[src/rtl/hs_pkg.sv]
// hs_pkg: shared types and default constants for the handshake pipeline arbiter.
//   hs_arb_state_t : arbiter FSM states
//   HS_W           : default data width of the pipeline data path
//   HS_SYNC        : default flop count of the ack synchronizer
//   HS_TIMEOUT     : default watchdog limit (cycles per handshake phase)
package hs_pkg;

  typedef enum logic [2:0] {
    IDLE  = 3'd0,
    SETUP = 3'd1,
    PH_UP = 3'd2,
    PH_DN = 3'd3,
    ERR   = 3'd4
  } hs_arb_state_t;

  localparam int HS_W       = 16;
  localparam int HS_SYNC    = 2;
  localparam int HS_TIMEOUT = 64;

endpackage

[src/rtl/hs_sync.sv]
// hs_sync: STAGES-flop single-bit synchronizer, synchronous reset to 0.
//   clk  : destination clock
//   rst  : synchronous active-high reset (clears every flop)
//   i_d  : asynchronous input bit
//   o_q  : synchronized output (last flop of the chain)
module hs_sync #(
  parameter int STAGES = 2
) (
  input  logic clk,
  input  logic rst,
  input  logic i_d,
  output logic o_q
);

  logic [STAGES-1:0] r_sync;

  always_ff @(posedge clk) begin
    if (rst) begin
      r_sync <= '0;
    end else begin
      r_sync <= {r_sync[STAGES-2:0], i_d};
    end
  end

  assign o_q = r_sync[STAGES-1];

endmodule

[src/rtl/hs_pipe_arbiter.sv]
// hs_pipe_arbiter: round-robin arbiter feeding a four-phase bundled-data
// pipeline input from N clocked requesters.
//   clk       : system clock
//   rst       : synchronous active-high reset
//   req       : [N] level requests, held until the matching done pulse
//   data      : [N*W] requester words, slice i = data[i*W +: W]
//   done      : [N] one-cycle completion pulse to the served requester
//   grant_id  : index of the current / last granted requester
//   busy      : high whenever the FSM is not in IDLE
//   pipe_req  : registered pipeline in_req
//   pipe_data : registered pipeline in_data
//   pipe_ack  : pipeline out_ack, asynchronous to clk
//   err       : sticky watchdog flag, cleared only by rst
module hs_pipe_arbiter
  import hs_pkg::*;
#(
  parameter int N           = 4,
  parameter int W           = HS_W,
  parameter int SYNC_STAGES = HS_SYNC,
  parameter int TIMEOUT     = HS_TIMEOUT
) (
  input  logic                 clk,
  input  logic                 rst,
  input  logic [N-1:0]         req,
  input  logic [N*W-1:0]       data,
  output logic [N-1:0]         done,
  output logic [$clog2(N)-1:0] grant_id,
  output logic                 busy,
  output logic                 pipe_req,
  output logic [W-1:0]         pipe_data,
  input  logic                 pipe_ack,
  output logic                 err
);

  localparam int IDX_W = $clog2(N);
  localparam int WD_W  = (TIMEOUT > 1) ? $clog2(TIMEOUT) : 1;
  localparam logic [WD_W-1:0]  WD_MAX   = WD_W'(TIMEOUT - 1);
  localparam logic [IDX_W-1:0] LAST_IDX = IDX_W'(N - 1);

  hs_arb_state_t    r_state, w_state_next;
  logic             r_pipe_req, w_pipe_req_next;
  logic [W-1:0]     r_pipe_data, w_pipe_data_next;
  logic [IDX_W-1:0] r_grant_id, w_grant_id_next;
  logic [IDX_W-1:0] r_rr_ptr, w_rr_ptr_next;
  logic [WD_W-1:0]  r_wd_cnt, w_wd_cnt_next;
  logic [N-1:0]     r_done, w_done_next;
  logic             r_err, w_err_next;
  logic             w_ack_s;
  logic [IDX_W-1:0] w_winner;
  logic [W-1:0]     w_data_arr [N];

  hs_sync #(
    .STAGES (SYNC_STAGES)
  ) u_ack_sync (
    .clk (clk),
    .rst (rst),
    .i_d (pipe_ack),
    .o_q (w_ack_s)
  );

  for (genvar gi = 0; gi < N; gi++) begin : g_slice
    assign w_data_arr[gi] = data[gi*W +: W];
  end

  // First set bit at or after ptr, scanning cyclically.
  function automatic logic [IDX_W-1:0] rr_pick(input logic [N-1:0] reqv,
                                               input logic [IDX_W-1:0] ptr);
    logic [IDX_W-1:0] pick;
    logic             found;
    int               idx;
    pick  = '0;
    found = 1'b0;
    for (int k = 0; k < N; k++) begin
      idx = (int'(ptr) + k) % N;
      if (!found && reqv[IDX_W'(idx)]) begin
        pick  = IDX_W'(idx);
        found = 1'b1;
      end
    end
    return pick;
  endfunction

  assign w_winner = rr_pick(req, r_rr_ptr);

  always_comb begin
    w_state_next     = r_state;
    w_pipe_req_next  = r_pipe_req;
    w_pipe_data_next = r_pipe_data;
    w_grant_id_next  = r_grant_id;
    w_rr_ptr_next    = r_rr_ptr;
    w_wd_cnt_next    = r_wd_cnt;
    w_done_next      = '0;
    w_err_next       = r_err;
    case (r_state)
      IDLE: begin
        // A high ack_s means the pipeline has not returned to zero yet.
        if ((|req) && !w_ack_s) begin
          w_state_next     = SETUP;
          w_pipe_data_next = w_data_arr[w_winner];
          w_grant_id_next  = w_winner;
        end
      end
      SETUP: begin
        // Data has been stable for a full cycle: safe to raise the request.
        w_state_next    = PH_UP;
        w_pipe_req_next = 1'b1;
        w_wd_cnt_next   = '0;
      end
      PH_UP: begin
        if (w_ack_s) begin
          w_state_next    = PH_DN;
          w_pipe_req_next = 1'b0;
          w_wd_cnt_next   = '0;
        end else if (r_wd_cnt == WD_MAX) begin
          w_state_next    = ERR;
          w_pipe_req_next = 1'b0;
          w_err_next      = 1'b1;
        end else begin
          w_wd_cnt_next = r_wd_cnt + 1'b1;
        end
      end
      PH_DN: begin
        if (!w_ack_s) begin
          w_state_next            = IDLE;
          w_done_next[r_grant_id] = 1'b1;
          w_rr_ptr_next           = (r_grant_id == LAST_IDX) ? '0 : r_grant_id + 1'b1;
        end else if (r_wd_cnt == WD_MAX) begin
          w_state_next = ERR;
          w_err_next   = 1'b1;
        end else begin
          w_wd_cnt_next = r_wd_cnt + 1'b1;
        end
      end
      ERR: begin
        w_pipe_req_next = 1'b0;
        w_err_next      = 1'b1;
      end
      default: begin
        w_state_next    = IDLE;
        w_pipe_req_next = 1'b0;
      end
    endcase
  end

  always_ff @(posedge clk) begin
    if (rst) begin
      r_state     <= IDLE;
      r_pipe_req  <= 1'b0;
      r_pipe_data <= '0;
      r_grant_id  <= '0;
      r_rr_ptr    <= '0;
      r_wd_cnt    <= '0;
      r_done      <= '0;
      r_err       <= 1'b0;
    end else begin
      r_state     <= w_state_next;
      r_pipe_req  <= w_pipe_req_next;
      r_pipe_data <= w_pipe_data_next;
      r_grant_id  <= w_grant_id_next;
      r_rr_ptr    <= w_rr_ptr_next;
      r_wd_cnt    <= w_wd_cnt_next;
      r_done      <= w_done_next;
      r_err       <= w_err_next;
    end
  end

  assign done      = r_done;
  assign grant_id  = r_grant_id;
  assign busy      = (r_state != IDLE);
  assign pipe_req  = r_pipe_req;
  assign pipe_data = r_pipe_data;
  assign err       = r_err;

endmodule

[config.mk]
export PLATFORM = sky130hd
export DESIGN_NAME = hs_pipe_arbiter
export DESIGN_NICKNAME = d
export VERILOG_FILES = /design/src/rtl/hs_pkg.sv /design/src/rtl/hs_sync.sv /design/src/rtl/hs_pipe_arbiter.sv
export SDC_FILE = /design/constraint.sdc
export NUM_CORES = 1
export LEC_CHECK = 0
export CAP_MARGIN = 20
export CORE_ASPECT_RATIO = 1.75
export CORE_MARGIN = 5
export CORE_UTILIZATION = 44
export DETAILED_ROUTE_END_ITERATION = 12
export PLACE_DENSITY = 0.85
export SLEW_MARGIN = 20
export SYNTH_ARGS = -nofsm -noshare
export SYNTH_HDL_FRONTEND = slang
export SYNTH_HIERARCHICAL = 1
export SYNTH_SLANG_ARGS = --single-unit
export TNS_END_PERCENT = 20
[constraint.sdc]
create_clock -name clk -period 4.6 [get_ports clk]
set_input_delay 1.38 -clock clk [delete_from_list [all_inputs] [get_ports clk]]
set_output_delay 1.38 -clock clk [all_outputs]
set_load 0.01 [all_outputs]
# Word level (Yosys, flattened, before mapping)
# Index checks and enable logic that the tools add are counted.
# classes
addsub	5
n_mul	0
div	0
n_lt_le_gt_ge	7
n_eq_ne	10
shift	0
muxes	41
n_bitwise	5
reduce_logical	22
# op_table
operator	count
$bmux 16 s2	1
$mux 16	2
$mux 6	3
$pmux 6 s3	1
$mux 1	17
$lt 2x4->1 const B	4
$pmux 3 s5	1
$mux 3	4
$mux 2	5
$reduce_and 2->1	5
$reduce_bool 3->1	3
$bmux 1 s2	4
$add 6x1->6 const B	1
$eq 3x2->1 const B	2
$eq 6x6->1 const B	1
$pmux 1 s3	2
$logic_and 1x1->1	5
$add 2x1->2 const B	2
$add 2x2->2 const B	2
$logic_not 1->1	4
$ne 2x2->1 const B	2
$not 1->1	4
$reduce_or 4->1	1
$eq 3x1->1 const B	1
13 further kinds	13
# totals
ff_bits	37
latchBits	0
ram_bits	0
mem_bits_ro	0
inputBits	71
out_inout_bits	25
elab_cells	99
memories	0

# Longest topological paths before layout
# Gate-level depths: netlist (run 1).
# depth
depth_word	17
ltp_mapped	9
depth_no_buf	6

# Cells and area by module
# Netlist (run 1), hierarchy kept.
# modules_own_cells
mod	n_inst	cells_per_inst	area_per_inst_um2	seq_area_each_um2
hs_pipe_arbiter	1	210	2004.4	700.7
hs_sync	1	4	52.6	40.0

# Worst setup path before layout (run 1)
# No wires, ideal clock.
# synth_timing
kind	input to register
startpoint	in req[1]
endpoint	reg r_pipe_data[14] (netlist: pipe_data[14])
setup_time_ps	128
arrival_ps	2570
required_time_ps	4472
path_slack_ps	1902
stages	8
path_buffers	3
path_cell_list	nor4_1 > or4b_1 > buf_2 > nor2b_1 > clkbuf_2 > buf_6 > nand2_1 > o221ai_2
# synth_via
elab_chain_cells	17
elab_cells_between_ends	32
classes_between	mux: 22; bitwise: 1; reduce/logical: 9
# synth_lines
item	line	source
start: declaration	hs_pipe_arbiter.sv:24	input logic [N-1:0] req,
$bmux 1 s2	hs_pipe_arbiter.sv:75	if (!found && reqv[IDX_W'(idx)]) begin
$mux 1 (not written as such) (2 in series)	hs_pipe_arbiter.sv:75	
$mux 1	hs_pipe_arbiter.sv:75	
$logic_not 1->1	hs_pipe_arbiter.sv:75	
$logic_and 1x1->1	hs_pipe_arbiter.sv:75	
$mux 1	hs_pipe_arbiter.sv:75	
$logic_not 1->1	hs_pipe_arbiter.sv:75	
$logic_and 1x1->1	hs_pipe_arbiter.sv:75	
$mux 1	hs_pipe_arbiter.sv:75	
$logic_not 1->1	hs_pipe_arbiter.sv:75	
$logic_and 1x1->1	hs_pipe_arbiter.sv:75	
$mux 2	hs_pipe_arbiter.sv:75	
$not 2->3 (not written as such)	hs_pipe_arbiter.sv:99	w_pipe_data_next = w_data_arr[w_winner];
$bmux 16 s2	hs_pipe_arbiter.sv:99	
$mux 16 (not written as such) (2 in series)	hs_pipe_arbiter.sv:99	
end signal: assignment	hs_pipe_arbiter.sv:158	r_pipe_data <= w_pipe_data_next;
end: declaration	hs_pipe_arbiter.sv:42	logic [W-1:0] r_pipe_data, w_pipe_data_next;
# Several ways; a longest one is shown, not always the timed one. The select of a mux whose other input is x is not followed.
# A chain may end at the register's enable or synchronous reset.

# Worst setup path in the final report (run 1)
# layout_timing
startpoint	in req[0]
endpoint	reg r_pipe_data[4] (netlist: pipe_data[4])
# Same word-level chain as after synthesis.

==> flow_summary_export.csv, run 1 <==
group,metric,value,unit
status,status,"completed",
power,power.leakage,0.00113,uW
worst_setup_path,crit_family,"simple AND/OR/NAND/NOR gates",
synthesis,syn-cell-area,2060,um2
worst_setup_path,cp-start-kind,"input port",
layout,diodes,0,
clock_tree,numCtsBuffers,5,
drt,drt-initial-drc-count,68,
sta,fmaxAchievable,0.291,GHz
place,pre_cts_slack,0.856,ns
sta,rsz0062_at_grt,"false",
min_path,hold_path.startpoint,"u_ack_sync/r_sync[0]",
sta,clock_skew,0.00845,ns
global_routing,grt-ovfl-total,0,
worst_setup_path,slowest_delay,0.60,ns
floorplan,start_util,44.5,%
place,gp_congestion,0.844,
worst_setup_path,r2r_start,"r_state[0]",
min_path,whs_path_depth,1,
drt,drtAntennaViolNets,0,
floorplan,io_pins,96,
drt,detail_route.wl_per_cell,15.2,um
clock_tree,hold_buffers,0,
floorplan,die_x,61.7,um
sta,finalHoldViolCount,0,
worst_setup_path,worstSetupPathType,"input port to flip-flop",
clock_tree,cts_setup_buffers,0,
drt,totalWireLength,5.40,mm
clock_tree,clock-root-buffer,"clkbuf_8",
layout,seq_area,741,um2
synthesis,synth_compound_area_share,18.3,%
layout,layout_common_cells,"clkdlybuf4s50_1 (95), mux2i_1 (37), dfxtp_1 (37), nand2_1 (21), nor2_1 (12)",
floorplan,core,4620,um2
synthesis,synthAdderAreaFrac,3.04,%
drt,wl_met1,2.03,mm
worst_setup_path,required,4.79,ns
global_routing,grt_max_degree,17,
worst_setup_path,cp_max_fo,16,
drt,topRoutingLayerUsed,"met4",
synthesis,ys_ff_latch,37,
worst_setup_path,startpoint,"req[0]",
drt,vias_per_cell,5.40,
global_routing,grt_pass1_wl,8.06,mm
floorplan,fp-row-count,33,
worst_setup_path,end_kind,"flip-flop",
clock_tree,cts_resized,0,
power,vdd_ir_drop_max,0.316,mV
drt,vias,1918,
sta,period_needed,3.43,ns
global_routing,grt_usage,16.7,%
sta,post-route-worst-setup-slack,1.17,ns
drt,wl_met3,535,um
synthesis,syn_nets,290,
sta,maxSlewHeadroom,37.1,%
worst_setup_path,slowest_stage,"or4b_1",
worst_setup_path,crit_chain,"clkdlybuf4s50_1 -> nor4_1 -> or4b_1 -> nor2_4 -> nand2b_1 -> o221ai_1",
synthesis,ys_types,38,
floorplan,die_h,100,um
run,maxCapViolations,0,
synthesis,synth_top_family_by_area,"compound AO/OA/AOI/OAI gates",
clock_tree,clock_latency,0.29,ns
synthesis,synth_simple_gate_area_share,16.1,%
worst_setup_path,path_depth,6,
floorplan,die_area,6200,um2
clock_tree,clockBufferDepth,2,
clock_tree,cts_tree,"done",
global_routing,antenna_found_initial,0,
worst_setup_path,cp_data_arrival_time,3.62,ns
synthesis,synth-seq-area-share,36.0,%
min_path,min_path_type,"flip-flop to flip-flop",
layout,nets,378,
power,power_density,286,nW/um2
synthesis,synth_cells,214,
clock_tree,clock_sinks,37,
sta,drv_slew,0,
drt,drt_pre_antenna_iters,4,
sta,post-route-period-util,74.6,%
drt,wl_met2,2.76,mm
synthesis,synth_warnings,6,
worst_setup_path,crit_buf_inv,1,
clock_tree,cts.htree.levels,2,
drt,post-route-drc-count,0,
layout,fillers,370,
synthesis,syn_avg_cell_area,9.61,um2
worst_setup_path,r2r_cells,5,
place,hpwl,4.28,mm
global_routing,grt_pass1_vias,1865,
sta,worstMarginPinSlew,0.943,ns
synthesis,muxShareOfSynthArea,18.0,%
layout,layout_commonest_cell,"clkdlybuf4s50_1",
layout,drive_above_1_share,9.24,%
clock_tree,clk_pin_slew_worst_paths,0.07,ns
sta,finalSetupViolCount,0,
place,port_buffers,95,
synthesis,synth_xor_area_share,1.28,%
layout,areaGrowthSynthToFinish,49.8,%
sta,fin_tns_setup,0,ns
layout,multi_input_area,1170,um2
## Yosys cell counts
master / count / area share (%)
nor2_1: 12 / 2.2
buf_12: 1 / 0.97
nand2b_1: 3 / 0.91
dfxtp_1: 37 / 36
a311oi_1: 1 / 0.43
a21bo_2: 1 / 0.49
nand3_1: 3 / 0.73
and2_1: 4 / 1.2
buf_6: 4 / 2.2
clkbuf_2: 1 / 0.24
ha_1: 5 / 3.0
a2111oi_0: 1 / 0.43
nor3b_1: 1 / 0.37
nor4_1: 2 / 0.61
o2bb2a_1: 1 / 0.49
o221ai_1: 5 / 2.1
clkbuf_1: 4 / 0.73
or4b_1: 1 / 0.49
nand2_1: 21 / 3.8
o221ai_2: 11 / 8.0
xor2_1: 3 / 1.3
nor2b_1: 5 / 1.5
or2_2: 1 / 0.30
buf_2: 7 / 1.7
and3_1: 1 / 0.30
o31ai_1: 1 / 0.37
mux2i_1: 37 / 18
a31oi_1: 2 / 0.61
nor2_4: 2 / 1.1
or3_1: 1 / 0.30
o21ai_0: 3 / 0.73
a22oi_1: 1 / 0.37
or4_1: 1 / 0.37
inv_1: 8 / 1.5
a21oi_1: 10 / 2.4
a211oi_1: 5 / 1.8
nand3b_1: 1 / 0.37
nor3_1: 6 / 1.5
## worst paths after layout
check | to | slack, ns
min reg2reg | u_ack_sync/r_sync[1] | 0.44
max | pipe_data[4] | 1.17
min | u_ack_sync/r_sync[1] | 0.44
max reg2reg | pipe_data[4] | 2.33
## stage by stage
stage / std cells / hold slack [ns] / power [uW] / util [%] / area [um2]
after detailed placement: 347 / 0.430 / 643 / 64.4 / 2980
after floorplan: 214 / 0.414 / 521 / - / 2060
after global placement: 347 / 0.422 / 637 / 64.4 / 2980
after global routing: 355 / 0.457 / 927 / 66.6 / 3080
final: 355 / 0.443 / 883 / 66.6 / 3080
after CTS: 355 / 0.448 / 890 / 66.6 / 3080
## layer usage
metal | GRT usage, % | vias to the layer above
li1 | - | 949
met5 | 0 | -
met1 | 17.0 | 889
met2 | 31.7 | 74
met3 | 4.23 | 6
met4 | 4.25 | 0
## registers in the layout, indices dropped and copies added (netlist names)
signal / flops
r_state: 3
grant_id: 2
u_ack_sync/r_sync: 2
err: 1
pipe_data: 16
done: 4
r_wd_cnt: 6
r_rr_ptr: 2
pipe_req: 1
## kinds of logic after synthesis
family          Yosys count
mux                      37
buf+inv                  25
simple gates             65
flops                    37
fa+ha+maj                 5
xor+xnor                  3
compound gates           42
## report_power, final
group	switching [uW]	internal (uW)	total [uW]	leakage, uW
clock network	112	135	248	0.0000542
logic	108	153	260	0.000770
registers	24.0	350	374	0.000303
total	244	639	883	0.00113
## area by class of cell
cell class	count	share of cell area (%)
Clock buffer	7	3.13
Multi-Input combinational cell	152	38.0
Inverter	8	0.975
Tap cell	52	2.11
Sequential cell	37	24.0
Timing Repair Buffer	98	31.6
Clock inverter	1	0.162
Note: power is estimated with default switching activity, not from simulation.
==> inputs of run 2 (changes only) <==
- CORE_UTILIZATION: 44 -> 37
- PLACE_DENSITY: 0.85 -> 0.76
- clock period: 4.6 -> 3 ns (I/O delays scaled with it)
==> run 2 against run 1 <==
Sequential power rose by 53%. Largest cell class unchanged. Highest routed layer unchanged. Critical path type unchanged. Count of clock-buffer cells in the layout fell by 2. Via count decreased by 1.1%.
==> flow_summary_export.csv, run 2 (synthesis gave the netlist of run 1 again) <==
group,metric,value,unit
power,vdd_ir_drop_max,0.384,mV
clock_tree,clock_latency,0.29,ns
worst_setup_path,r2r_start,"r_state[0]",
worst_setup_path,slowest_delay,0.82,ns
layout,areaGrowthSynthToFinish,52.6,%
clock_tree,numCtsBuffers,5,
clock_tree,clock-root-buffer,"clkbuf_8",
layout,drive_above_1_share,10.1,%
worst_setup_path,cp_data_arrival_time,2.91,ns
drt,post-route-drc-count,0,
power,power.leakage,0.00114,uW
place,hpwl,4.64,mm
worst_setup_path,slowest_stage,"nor2b_1",
sta,drv_slew,0,
floorplan,die_h,109,um
global_routing,grt_pass1_wl,9.32,mm
clock_tree,cts_setup_buffers,0,
sta,clock_skew,0.0141,ns
worst_setup_path,cp-start-kind,"input port",
sta,period_needed,2.71,ns
worst_setup_path,crit_family,"simple AND/OR/NAND/NOR gates",
global_routing,grt_usage,16.7,%
layout,layout_common_cells,"clkdlybuf4s50_1 (95), mux2i_1 (37), dfxtp_1 (37), nand2_1 (21), nor2_1 (12)",
worst_setup_path,cp_max_fo,16,
sta,finalSetupViolCount,0,
drt,vias,1896,
sta,finalHoldViolCount,0,
sta,post-route-period-util,90.2,%
place,gp_congestion,0.765,
clock_tree,cts_resized,0,
power,power_density,415,nW/um2
clock_tree,clk_pin_slew_worst_paths,0.07,ns
layout,seq_area,741,um2
worst_setup_path,rr_endpoint,"pipe_data[10]",
clock_tree,clock_sinks,37,
layout,nets,384,
min_path,holdPathEnd,"u_ack_sync/r_sync[1]",
global_routing,antenna_found_initial,0,
layout,multi_input_area,1170,um2
clock_tree,hold_buffers,0,
run,maxCapViolations,0,
worst_setup_path,end_kind,"flip-flop",
place,port_buffers,95,
floorplan,io_pins,96,
floorplan,core,5500,um2
worst_setup_path,required,3.21,ns
layout,fillers,494,
sta,fmaxAchievable,0.369,GHz
worst_setup_path,r2r_cells,5,
power,total_power,1300,uW
drt,totalWireLength,5.74,mm
sta,maxSlewHeadroom,30.8,%
global_routing,grt-ovfl-total,0,
worst_setup_path,crit_buf_inv,1,
clock_tree,cts_tree,"done",
drt,drt_pre_antenna_iters,4,
min_path,whs_path_depth,1,
floorplan,die_area,7210,um2
layout,largest_reg_flops,16,
clock_tree,cts.htree.levels,2,
drt,drt-initial-drc-count,58,
drt,vias_per_cell,4.95,
clock_tree,clockBufferDepth,2,
worst_setup_path,path_depth,6,
worst_setup_path,worstSetupPathType,"input port to flip-flop",
floorplan,die_x,66.4,um
sta,rsz0062_at_grt,"false",
sta,fin_tns_setup,0,ns
drt,detail_route.wl_per_cell,15.0,um
worst_setup_path,reg2reg_slack,1.02,ns
drt,drtAntennaViolNets,0,
sta,worstMarginPinSlew,1.04,ns
layout,diodes,0,
global_routing,grt_max_degree,33,
status,status,"completed",
layout,layout_commonest_cell,"clkdlybuf4s50_1",
floorplan,fp-row-count,36,
worst_setup_path,crit_chain,"clkdlybuf4s50_1 -> nor4_1 -> or4b_1 -> nor2b_1 -> nand2_1 -> o221ai_2",
global_routing,grt_pass1_vias,1899,
floorplan,start_util,37.4,%
min_path,min_path_type,"flip-flop to flip-flop",
min_path,hold_path.startpoint,"u_ack_sync/r_sync[0]",
run 2: changes by cell type in the layout (fill, tap and decap cells not counted), sizes merged:
cell | before | now
buf | 3 | 9
clkbuf | 7 | 5
run 2: final cells by class:
cell class / count / area share (%)
Clock inverter: 1 / 0.159
Clock buffer: 5 / 2.19
Inverter: 8 / 0.957
Multi-Input combinational cell: 152 / 37.2
Timing Repair Buffer: 104 / 32.9
Tap cell: 76 / 3.03
Sequential cell: 37 / 23.6
run 2: how the worst max path moves through the flow:
stage / start / slack (ns) / endpoint
final: req[0] / 0.29 / pipe_data[10]
after CTS: req[0] / 0.28 / pipe_data[10]
after global routing: req[0] / 0.07 / pipe_data[9]
after floorplan: req[1] / 0.78 / pipe_data[14]
after global placement: req[0] / 0.05 / pipe_data[10]
after detailed placement: req[0] / 0.04 / pipe_data[10]
run 2: worst register-to-register path, stage by stage, from the launching register on:
cell      delay, ns
dfxtp_1        0.56
nor2_4         0.08
or4b_1         0.19
nor2b_1        0.82
nand2_1        0.15
o221ai_2       0.10
run 2: layer usage:
metal | vias up | part of all wire (%) | track usage, %
li1 | 962 | - | -
met1 | 852 | 40 | 18.5
met2 | 74 | 48 | 29.1
met3 | 8 | 9.8 | 4.43
met4 | 0 | 2.1 | 7.41
met5 | - | 0 | 0
run 2: power breakdown:
| part | switching [uW] | total (uW) | internal (uW) |
|---|---|---|---|
| clock | 164 | 317 | 153 |
| sequential | 36.2 | 574 | 537 |
| combinational | 167 | 412 | 244 |
| total | 368 | 1300 | 934 |
run 2: through the flow:
stage / util [%] / area (um2) / cells / setup slack (ns) / hold slack [ns]
finish: 57.1 / 3140 / 383 / 0.293 / 0.444
global route: 57.1 / 3140 / 383 / 0.0678 / 0.475
CTS: 57.1 / 3140 / 383 / 0.275 / 0.447
detailed placement: 55.8 / 3060 / 377 / 0.0389 / 0.431
global placement: 55.8 / 3060 / 377 / 0.0486 / 0.419
floorplan: - / 2060 / 214 / 0.782 / 0.414
